`src/rtl/frame_rotator_pkg.sv`:
```
// Shared types and constants for frame_rotator: FSM states, CORDIC arctangent table, gain and angle constants.
package frame_rotator_pkg;

   typedef enum logic [2:0] {
      ST_IDLE,
      ST_REDUCE,
      ST_ROTATE,
      ST_SCALE,
      ST_DONE
   } state_e;

   localparam int unsigned ATAN_Q     = 30;
   localparam int unsigned ATAN_DEPTH = 24;

   // 1/prod(sqrt(1+2^-2i)) = 0.6072529 in Q30
   localparam logic [63:0] CORDIC_K_Q30 = 64'd652032837;

   // atan(2^-i) in degrees, Q30
   function automatic logic [63:0] atan_deg_q30(input logic [4:0] idx);
      case (idx)
         5'd0:    return 64'd48318382080;
         5'd1:    return 64'd28524006502;
         5'd2:    return 64'd15071301663;
         5'd3:    return 64'd7650428051;
         5'd4:    return 64'd3840059795;
         5'd5:    return 64'd1921901881;
         5'd6:    return 64'd961185452;
         5'd7:    return 64'd480622057;
         5'd8:    return 64'd240314695;
         5'd9:    return 64'd120157806;
         5'd10:   return 64'd60078960;
         5'd11:   return 64'd30039488;
         5'd12:   return 64'd15019744;
         5'd13:   return 64'd7509873;
         5'd14:   return 64'd3754936;
         5'd15:   return 64'd1877468;
         5'd16:   return 64'd938734;
         5'd17:   return 64'd469367;
         5'd18:   return 64'd234684;
         5'd19:   return 64'd117342;
         5'd20:   return 64'd58671;
         5'd21:   return 64'd29335;
         5'd22:   return 64'd14668;
         5'd23:   return 64'd7334;
         default: return 64'd0;
      endcase
   endfunction

   function automatic logic [63:0] atan_deg(input logic [4:0] idx, input int unsigned q);
      return atan_deg_q30(idx) >> (ATAN_Q - q);
   endfunction

   function automatic logic [63:0] cordic_k(input int unsigned q);
      return CORDIC_K_Q30 >> (ATAN_Q - q);
   endfunction

   function automatic logic [63:0] angle_deg(input int unsigned deg, input int unsigned q);
      return 64'(deg) << q;
   endfunction

endpackage

```
`src/rtl/frame_rotator_if.sv`:
```
// Request/result bundle of frame_rotator; master issues rotations, slave is the rotator.
interface frame_rotator_if #(
   parameter int unsigned N_WIDTH = 32
);
   logic               FRAME_ROTATOR_READY_In;
   logic               FRAME_ROTATOR_MODE_In;
   logic [N_WIDTH-1:0] FRAME_ROTATOR_VX_InBus;
   logic [N_WIDTH-1:0] FRAME_ROTATOR_VY_InBus;
   logic [N_WIDTH-1:0] FRAME_ROTATOR_WZ_InBus;
   logic [N_WIDTH-1:0] FRAME_ROTATOR_THETA_InBus;
   logic               FRAME_ROTATOR_BUSY_Out;
   logic               FRAME_ROTATOR_DONE_Out;
   logic [N_WIDTH-1:0] FRAME_ROTATOR_VX_OutBus;
   logic [N_WIDTH-1:0] FRAME_ROTATOR_VY_OutBus;
   logic [N_WIDTH-1:0] FRAME_ROTATOR_WZ_OutBus;

   modport master (
      output FRAME_ROTATOR_READY_In, FRAME_ROTATOR_MODE_In, FRAME_ROTATOR_VX_InBus,
             FRAME_ROTATOR_VY_InBus, FRAME_ROTATOR_WZ_InBus, FRAME_ROTATOR_THETA_InBus,
      input  FRAME_ROTATOR_BUSY_Out, FRAME_ROTATOR_DONE_Out, FRAME_ROTATOR_VX_OutBus,
             FRAME_ROTATOR_VY_OutBus, FRAME_ROTATOR_WZ_OutBus
   );

   modport slave (
      input  FRAME_ROTATOR_READY_In, FRAME_ROTATOR_MODE_In, FRAME_ROTATOR_VX_InBus,
             FRAME_ROTATOR_VY_InBus, FRAME_ROTATOR_WZ_InBus, FRAME_ROTATOR_THETA_InBus,
      output FRAME_ROTATOR_BUSY_Out, FRAME_ROTATOR_DONE_Out, FRAME_ROTATOR_VX_OutBus,
             FRAME_ROTATOR_VY_OutBus, FRAME_ROTATOR_WZ_OutBus
   );
endinterface

```
`src/rtl/frame_rotator_cordic_core.sv`:
```
// Iterative rotation-mode CORDIC: x/y/z registers, one micro-rotation per step, iteration counter.
module frame_rotator_cordic_core
   import frame_rotator_pkg::*;
#(
   parameter int unsigned N_WIDTH = 32,
   parameter int unsigned Q_WIDTH = 15,
   parameter int unsigned ITER_M  = 16
) (
   input  logic                      clk,
   input  logic                      rst_n,
   input  logic                      load,
   input  logic                      step,
   input  logic signed [N_WIDTH+1:0] x_in,
   input  logic signed [N_WIDTH+1:0] y_in,
   input  logic signed [N_WIDTH+1:0] z_in,
   output logic signed [N_WIDTH+1:0] x_o,
   output logic signed [N_WIDTH+1:0] y_o,
   output logic                      last_c
);
   localparam int unsigned W  = N_WIDTH + 2;
   localparam int unsigned CW = $clog2(ITER_M + 1);

   logic signed [W-1:0]  x_q, x_d, y_q, y_d, z_q, z_d;
   logic signed [W-1:0]  x_sh_c, y_sh_c, atan_c;
   logic        [CW-1:0] iter_q, iter_d;

   assign last_c = (iter_q == CW'(ITER_M - 1));
   assign x_o    = x_q;
   assign y_o    = y_q;

   always_comb begin
      x_d    = x_q;
      y_d    = y_q;
      z_d    = z_q;
      iter_d = iter_q;
      x_sh_c = x_q >>> iter_q;
      y_sh_c = y_q >>> iter_q;
      atan_c = W'(atan_deg(5'(iter_q), Q_WIDTH));
      if (load) begin
         x_d    = x_in;
         y_d    = y_in;
         z_d    = z_in;
         iter_d = '0;
      end else if (step) begin
         // drive residual angle toward zero; d = +1 when z >= 0
         if (!z_q[W-1]) begin
            x_d = x_q - y_sh_c;
            y_d = y_q + x_sh_c;
            z_d = z_q - atan_c;
         end else begin
            x_d = x_q + y_sh_c;
            y_d = y_q - x_sh_c;
            z_d = z_q + atan_c;
         end
         iter_d = last_c ? '0 : iter_q + CW'(1);
      end
   end

   always_ff @(posedge clk) begin
      if (!rst_n) begin
         x_q    <= '0;
         y_q    <= '0;
         z_q    <= '0;
         iter_q <= '0;
      end else begin
         x_q    <= x_d;
         y_q    <= y_d;
         z_q    <= z_d;
         iter_q <= iter_d;
      end
   end

endmodule

```
`src/rtl/frame_rotator.sv`:
```
// 2-D velocity frame rotator (CORDIC). FSM, quadrant reduction, gain scaling, output registers.
// FRAME_ROTATOR_SATURATE_EN: clamp scaled results to the N-bit range instead of wrapping.
module frame_rotator
   import frame_rotator_pkg::*;
#(
   parameter int unsigned N_WIDTH = 32,
   parameter int unsigned Q_WIDTH = 15,
   parameter int unsigned ITER_M  = 16
) (
   input  logic           FRAME_ROTATOR_CLOCK_50,
   input  logic           FRAME_ROTATOR_RESET_InLow,
   frame_rotator_if.slave bus
);
   localparam int unsigned W  = N_WIDTH + 2;
   localparam int unsigned KW = Q_WIDTH + 2;
   localparam int unsigned PW = W + KW;

   localparam logic signed [W-1:0]  A90   = W'(angle_deg(90, Q_WIDTH));
   localparam logic signed [W-1:0]  A180  = W'(angle_deg(180, Q_WIDTH));
   localparam logic signed [W-1:0]  A360  = W'(angle_deg(360, Q_WIDTH));
   localparam logic signed [KW-1:0] K_S   = KW'(cordic_k(Q_WIDTH));
   localparam logic [N_WIDTH-1:0]   O_MAX = {1'b0, {(N_WIDTH-1){1'b1}}};
   localparam logic [N_WIDTH-1:0]   O_MIN = {1'b1, {(N_WIDTH-1){1'b0}}};

   state_e               state_q, state_d;
   logic                 busy_q, busy_d, done_q, done_d, mode_q, mode_d;
   logic [N_WIDTH-1:0]   vx_cap_q, vx_cap_d, vy_cap_q, vy_cap_d, wz_cap_q, wz_cap_d;
   logic [N_WIDTH-1:0]   theta_q, theta_d;
   logic [N_WIDTH-1:0]   vx_out_q, vx_out_d, vy_out_q, vy_out_d, wz_out_q, wz_out_d;
   logic signed [W-1:0]  t_c, x_red_c, y_red_c, core_x, core_y;
   logic signed [PW-1:0] px_c, py_c;
   logic                 core_last_c, load_c, step_c;

   function automatic logic [N_WIDTH-1:0] scale_out(input logic signed [PW-1:0] p);
      logic signed [PW-1:0] sh;
      sh = p >>> Q_WIDTH;
`ifdef FRAME_ROTATOR_SATURATE_EN
      if (sh[PW-1:N_WIDTH-1] != {(PW-N_WIDTH+1){sh[PW-1]}})
         return sh[PW-1] ? O_MIN : O_MAX;
`endif
      return N_WIDTH'(sh);
   endfunction

   // fold heading into [-90,+90], pre-rotating the vector by 180 deg when needed
   always_comb begin
      t_c     = W'($signed(theta_q));
      x_red_c = W'($signed(vx_cap_q));
      y_red_c = W'($signed(vy_cap_q));
      if (mode_q) t_c = -t_c;
      if (t_c < -A180)      t_c = t_c + A360;
      else if (t_c >= A180) t_c = t_c - A360;
      if (t_c > A90) begin
         t_c     = t_c - A180;
         x_red_c = -x_red_c;
         y_red_c = -y_red_c;
      end else if (t_c < -A90) begin
         t_c     = t_c + A180;
         x_red_c = -x_red_c;
         y_red_c = -y_red_c;
      end
   end

   assign load_c = (state_q == ST_REDUCE);
   assign step_c = (state_q == ST_ROTATE);
   assign px_c   = PW'(core_x) * PW'(K_S);
   assign py_c   = PW'(core_y) * PW'(K_S);

   frame_rotator_cordic_core #(
      .N_WIDTH (N_WIDTH),
      .Q_WIDTH (Q_WIDTH),
      .ITER_M  (ITER_M)
   ) u_core (
      .clk    (FRAME_ROTATOR_CLOCK_50),
      .rst_n  (FRAME_ROTATOR_RESET_InLow),
      .load   (load_c),
      .step   (step_c),
      .x_in   (x_red_c),
      .y_in   (y_red_c),
      .z_in   (t_c),
      .x_o    (core_x),
      .y_o    (core_y),
      .last_c (core_last_c)
   );

   always_comb begin
      state_d  = state_q;
      busy_d   = busy_q;
      done_d   = 1'b0;
      mode_d   = mode_q;
      vx_cap_d = vx_cap_q;
      vy_cap_d = vy_cap_q;
      wz_cap_d = wz_cap_q;
      theta_d  = theta_q;
      vx_out_d = vx_out_q;
      vy_out_d = vy_out_q;
      wz_out_d = wz_out_q;
      case (state_q)
         ST_IDLE: begin
            if (bus.FRAME_ROTATOR_READY_In) begin
               mode_d   = bus.FRAME_ROTATOR_MODE_In;
               vx_cap_d = bus.FRAME_ROTATOR_VX_InBus;
               vy_cap_d = bus.FRAME_ROTATOR_VY_InBus;
               wz_cap_d = bus.FRAME_ROTATOR_WZ_InBus;
               theta_d  = bus.FRAME_ROTATOR_THETA_InBus;
               busy_d   = 1'b1;
               state_d  = ST_REDUCE;
            end
         end
         ST_REDUCE: state_d = ST_ROTATE;
         ST_ROTATE: if (core_last_c) state_d = ST_SCALE;
         ST_SCALE: begin
            vx_out_d = scale_out(px_c);
            vy_out_d = scale_out(py_c);
            wz_out_d = wz_cap_q;
            done_d   = 1'b1;
            state_d  = ST_DONE;
         end
         ST_DONE: begin
            busy_d  = 1'b0;
            state_d = ST_IDLE;
         end
         default: state_d = ST_IDLE;
      endcase
   end

   always_ff @(posedge FRAME_ROTATOR_CLOCK_50) begin
      if (!FRAME_ROTATOR_RESET_InLow) begin
         state_q  <= ST_IDLE;
         busy_q   <= 1'b0;
         done_q   <= 1'b0;
         mode_q   <= 1'b0;
         vx_cap_q <= '0;
         vy_cap_q <= '0;
         wz_cap_q <= '0;
         theta_q  <= '0;
         vx_out_q <= '0;
         vy_out_q <= '0;
         wz_out_q <= '0;
      end else begin
         state_q  <= state_d;
         busy_q   <= busy_d;
         done_q   <= done_d;
         mode_q   <= mode_d;
         vx_cap_q <= vx_cap_d;
         vy_cap_q <= vy_cap_d;
         wz_cap_q <= wz_cap_d;
         theta_q  <= theta_d;
         vx_out_q <= vx_out_d;
         vy_out_q <= vy_out_d;
         wz_out_q <= wz_out_d;
      end
   end

   assign bus.FRAME_ROTATOR_BUSY_Out  = busy_q;
   assign bus.FRAME_ROTATOR_DONE_Out  = done_q;
   assign bus.FRAME_ROTATOR_VX_OutBus = vx_out_q;
   assign bus.FRAME_ROTATOR_VY_OutBus = vy_out_q;
   assign bus.FRAME_ROTATOR_WZ_OutBus = wz_out_q;

endmodule
```
`src/flat_wrapper.sv`:
```
// flat-port wrapper written by rule: the top's interface ports become plain ports
module frame_rotator_flat import frame_rotator_pkg::*;
#(
   parameter int unsigned N_WIDTH = 32,
   parameter int unsigned Q_WIDTH = 15,
   parameter int unsigned ITER_M  = 16
)
  (FRAME_ROTATOR_CLOCK_50, FRAME_ROTATOR_RESET_InLow, bus_FRAME_ROTATOR_READY_In, bus_FRAME_ROTATOR_MODE_In, bus_FRAME_ROTATOR_VX_InBus, bus_FRAME_ROTATOR_VY_InBus, bus_FRAME_ROTATOR_WZ_InBus, bus_FRAME_ROTATOR_THETA_InBus, bus_FRAME_ROTATOR_BUSY_Out, bus_FRAME_ROTATOR_DONE_Out, bus_FRAME_ROTATOR_VX_OutBus, bus_FRAME_ROTATOR_VY_OutBus, bus_FRAME_ROTATOR_WZ_OutBus);
  frame_rotator_if #(.N_WIDTH(N_WIDTH)) bus_i ();
  input  logic FRAME_ROTATOR_CLOCK_50;
  input  logic FRAME_ROTATOR_RESET_InLow;
  input wire logic [$bits(bus_i.FRAME_ROTATOR_READY_In)-1:0] bus_FRAME_ROTATOR_READY_In;
  input wire logic [$bits(bus_i.FRAME_ROTATOR_MODE_In)-1:0] bus_FRAME_ROTATOR_MODE_In;
  input wire logic [$bits(bus_i.FRAME_ROTATOR_VX_InBus)-1:0] bus_FRAME_ROTATOR_VX_InBus;
  input wire logic [$bits(bus_i.FRAME_ROTATOR_VY_InBus)-1:0] bus_FRAME_ROTATOR_VY_InBus;
  input wire logic [$bits(bus_i.FRAME_ROTATOR_WZ_InBus)-1:0] bus_FRAME_ROTATOR_WZ_InBus;
  input wire logic [$bits(bus_i.FRAME_ROTATOR_THETA_InBus)-1:0] bus_FRAME_ROTATOR_THETA_InBus;
  output wire logic [$bits(bus_i.FRAME_ROTATOR_BUSY_Out)-1:0] bus_FRAME_ROTATOR_BUSY_Out;
  output wire logic [$bits(bus_i.FRAME_ROTATOR_DONE_Out)-1:0] bus_FRAME_ROTATOR_DONE_Out;
  output wire logic [$bits(bus_i.FRAME_ROTATOR_VX_OutBus)-1:0] bus_FRAME_ROTATOR_VX_OutBus;
  output wire logic [$bits(bus_i.FRAME_ROTATOR_VY_OutBus)-1:0] bus_FRAME_ROTATOR_VY_OutBus;
  output wire logic [$bits(bus_i.FRAME_ROTATOR_WZ_OutBus)-1:0] bus_FRAME_ROTATOR_WZ_OutBus;
  assign bus_i.FRAME_ROTATOR_READY_In = bus_FRAME_ROTATOR_READY_In;
  assign bus_i.FRAME_ROTATOR_MODE_In = bus_FRAME_ROTATOR_MODE_In;
  assign bus_i.FRAME_ROTATOR_VX_InBus = bus_FRAME_ROTATOR_VX_InBus;
  assign bus_i.FRAME_ROTATOR_VY_InBus = bus_FRAME_ROTATOR_VY_InBus;
  assign bus_i.FRAME_ROTATOR_WZ_InBus = bus_FRAME_ROTATOR_WZ_InBus;
  assign bus_i.FRAME_ROTATOR_THETA_InBus = bus_FRAME_ROTATOR_THETA_InBus;
  assign bus_FRAME_ROTATOR_BUSY_Out = bus_i.FRAME_ROTATOR_BUSY_Out;
  assign bus_FRAME_ROTATOR_DONE_Out = bus_i.FRAME_ROTATOR_DONE_Out;
  assign bus_FRAME_ROTATOR_VX_OutBus = bus_i.FRAME_ROTATOR_VX_OutBus;
  assign bus_FRAME_ROTATOR_VY_OutBus = bus_i.FRAME_ROTATOR_VY_OutBus;
  assign bus_FRAME_ROTATOR_WZ_OutBus = bus_i.FRAME_ROTATOR_WZ_OutBus;
  frame_rotator #(.N_WIDTH(N_WIDTH), .Q_WIDTH(Q_WIDTH), .ITER_M(ITER_M)) u_core (.FRAME_ROTATOR_CLOCK_50(FRAME_ROTATOR_CLOCK_50), .FRAME_ROTATOR_RESET_InLow(FRAME_ROTATOR_RESET_InLow), .bus(bus_i));
endmodule
```
`config.mk`:
```
export PLATFORM = sky130hd
export DESIGN_NAME = frame_rotator_flat
export DESIGN_NICKNAME = d
export VERILOG_FILES = /design/src/rtl/frame_rotator_pkg.sv /design/src/rtl/frame_rotator_if.sv /design/src/rtl/frame_rotator_cordic_core.sv /design/src/rtl/frame_rotator.sv /design/src/flat_wrapper.sv
export SDC_FILE = /design/constraint.sdc
export NUM_CORES = 2
export LEC_CHECK = 0
export BUFFER_PORTS_ARGS = -buffer_cell sky130_fd_sc_hd__buf_2
export CAP_MARGIN = 20
export CORE_AREA = 8 8 284 286
export DETAILED_ROUTE_END_ITERATION = 8
export DIE_AREA = 0 0 292 294
export GPL_ROUTABILITY_DRIVEN = 1
export HOLD_SLACK_MARGIN = 0.1
export PLACE_DENSITY = 0.86
export SETUP_SLACK_MARGIN = 0.05
export SLEW_MARGIN = 20
export SYNTH_ARGS = -nofsm -noshare
export SYNTH_HDL_FRONTEND = slang
export SYNTH_SLANG_ARGS = --single-unit
```
`constraint.sdc`:
```
create_clock -name FRAME_ROTATOR_CLOCK_50 -period 8.95 [get_ports FRAME_ROTATOR_CLOCK_50]
set_input_delay 0.4475 -clock FRAME_ROTATOR_CLOCK_50 [delete_from_list [all_inputs] [get_ports FRAME_ROTATOR_CLOCK_50]]
set_output_delay 0.4475 -clock FRAME_ROTATOR_CLOCK_50 [all_outputs]
set_load 0.05 [all_outputs]
```
==> flow_metrics.tcl <==
set metrics [dict create \
    viasPerCell 6.197 \
    numCtsBuffers 42 \
    grt_max_degree 111 \
    cts_buffer_depth 3 \
    critical_path_required_ns 9.45 \
    yosysSeqAreaShare_pct 15.90 \
    insertion_delay_ns 0.64 \
    async_reset_ff_share_pct 0 \
    max_freq_mhz 120.1 \
    max_slew_margin_pct 25.51 \
    synth_most_common_cell "inv_1" \
    grt_remaining_overflow 0 \
    crit_type "flop to flop" \
    synth_common_cells "inv_1 (809), nand2_1 (608), a21oi_1 (490)" \
    ys_warn_count 0 \
    ys_ff_latch 358 \
    syn-mean-instance-area_sq_um 8.525 \
    ys.flop_type "dfxtp_1" \
    layout-drive-gt1-share_pct 9.832 \
    cts_tree "yes" \
    fin_crit_sh_pct 93.07 \
    root_buffer "clkbuf_16" \
    ios 230 \
    maxSlewViolCount 0 \
    dieArea_sq_mm 0.08585 \
    critPathSlowestCell "dfxtp_4" \
    crit_top_cell "a21oi_1" \
    crit_fanout 52 \
    avgRoutedWirePerCell_um 21.36 \
    skew_ns 0.05947 \
    synth_cells 5287 \
    numPlacedInstances 6323 \
    syn2layout_area_growth_pct 9.127 \
    rsz0062_at_grt "no" \
    ant_nets 0 \
    hold_class "primary input to flop" \
    port_buffers 229 \
    clk_pin_slew_ns 0.06 \
    antenna_found_initial 4 \
    worst_slew_pin_slew_ns 1.117 \
    finalSetupViolations 0 \
    yosys.area.top_type "fa_1" \
    ctsResizeCount 0 \
    synth-edff-count 0 \
    postRouteWirelength_um 138500 \
    slowest_delay_ns 0.94 \
    row_count 102 \
    die_h_um 294 \
    synthesis.nets 6341 \
    grt_pass1_vias 40480 \
    via_count 40170 \
    hpwlAfterDp_um 104900 \
    tns_ns 0 \
    cts_max_level 2 \
    grt_pass1_wl_um 217900 \
    stdcell_count 6482 \
    period_minus_slack_ns 8.330 \
    first_pass_iters 9 \
    synth_area_sq_mm 0.04507 \
    drtIter0Drc 4134 \
    route.detailed.drc 0 \
    cts.sinks 358 \
    hold_viol 0 \
    endpoint_kind "flop" \
    outcome "complete, no violations" \
    arrival_ns 8.83 \
    die_w_um 292 \
    yosysTopAreaCellShare_pct 20.56 \
    synthTopCellsByArea "fa_1 (21%), dfxtp_1 (16%), ha_1 (13%)" \
    path_cells "buf_4, mux4_2, mux2_2, mux2i_1, mux2_2, and3_1, and3_1, a21oi_1, xnor2_1, ha_1, or3_1, a2111oi_0, o21ai_0, nand3_1, a31oi_1, a41o_1, o31ai_1, nand2_1, a2111oi_0, o21bai_1, a21oi_1, xnor2_1, a21oi_1" \
    nets 6514 \
    initial_utilization_pct 58.96 \
    ys_types 99 \
    cp-start-kind "flop" \
    globalplace.congestion 1.027 \
    grt_usage_pct 31.38 \
    coreArea_sq_mm 0.07645 \
    maxCapViolations 0 \
]
-- routing by layer --
layer / GRT usage, % / up-vias / share of wire, %
met5: 0 / - / 0.016
met4: 11.53 / 4 / 4.1
met3: 6.878 / 380 / 11
met2: 50.46 / 2122 / 45
met1: 41.49 / 19470 / 40
li1: - / 18190 / -
-- critical path, delay by kind of cell (launching register included) --
| family | cells | cell delay, ns |
|---|---|---|
| simple gates | 5 | 1.34 |
| flops | 1 | 0.94 |
| compound gates | 10 | 3.46 |
| buf+inv | 1 | 0.34 |
| fa+ha+maj | 1 | 0.24 |
| xor+xnor | 2 | 0.29 |
| mux | 4 | 1.54 |
-- path summary, 6_finish.rpt --
path,from,to,slack (ns),depth (start not counted)
worst max-delay path,u_core.u_core.iter_q[0]$_SDFFE_PP0P_,u_core.u_core.x_o[33]$_SDFFE_PN0P_,0.62,23
worst min-delay path,bus_FRAME_ROTATOR_THETA_InBus[15],u_core.theta_q[15]$_SDFFE_PN0P_,0.11,3
worst max register to register,u_core.u_core.iter_q[0]$_SDFFE_PP0P_,u_core.u_core.x_o[33]$_SDFFE_PN0P_,0.62,23
worst min register to register,u_core.wz_cap_q[1]$_SDFFE_PN0P_,u_core.bus.FRAME_ROTATOR_WZ_OutBus[1]$_SDFFE_PN0P_,0.41,2
-- placed cells by master, fill, tap and decap left out, types with 30 or more instances in the layout --
master,Yosys,routed
buf_4,2,38
o22ai_1,50,50
o31ai_1,35,35
a21o_1,49,49
ha_1,459,459
nand3_1,61,61
o21ai_0,176,176
fa_1,463,463
nor2_1,300,300
mux2i_1,57,57
dlygate4sd3_1,0,81
mux4_2,81,81
buf_2,17,229
mux2_2,36,36
xor2_1,164,164
nand2b_1,40,40
a31oi_1,34,34
a21oi_1,490,490
inv_1,809,809
dfxtp_1,358,352
and3_1,30,30
xnor2_1,169,169
nand2_1,608,603
a211oi_1,50,50
nor3_1,71,70
clkbuf_16,0,42
-- repair_timing --
action | in CTS | in global routing
buffers inserted | 0 | 0
hold buffers | 81 | 0
hold endpoints to repair | 81 | 0
-- through the flow --
stage	util [%]	instance area (sq um)	hold slack, ns	setup WS, ns
final	64.34	49190	0.1116	0.6204
after floorplan	-	45070	0.4322	2.450
after global routing	64.34	49180	0.1087	0.2552
after global placement	61.37	46920	0.4340	1.323
after CTS	64.34	49180	0.1016	1.007
after detailed placement	61.38	46920	0.4408	0.9997
-- layout make-up --
type                       instances  area (sq um)
antenna                            2         5.005
clock buffer                      53          1152
clock inverter                    23         296.5
fill                            6034         27260
inverter                         811          3052
multi-input combinational       3899         34020
sequential                       358          7179
tap                              988          1236
timing repair buffer             348          2242
-- cell families after synthesis --
group / after synthesis / share of synthesized area, %
AND/OR/NAND/NOR: 1319 / 13.28
AO/OA/AOI/OAI: 1149 / 16.04
adder cells (fa/ha/maj): 922 / 33.31
flip-flops: 358 / 15.90
XOR/XNOR: 335 / 6.543
buffers and inverters: 1030 / 8.725
multiplexers: 174 / 6.213
Power is left out: the tool's default activity adds up to more than one toggle a clock period on the data nets, which glitch-free logic cannot reach.
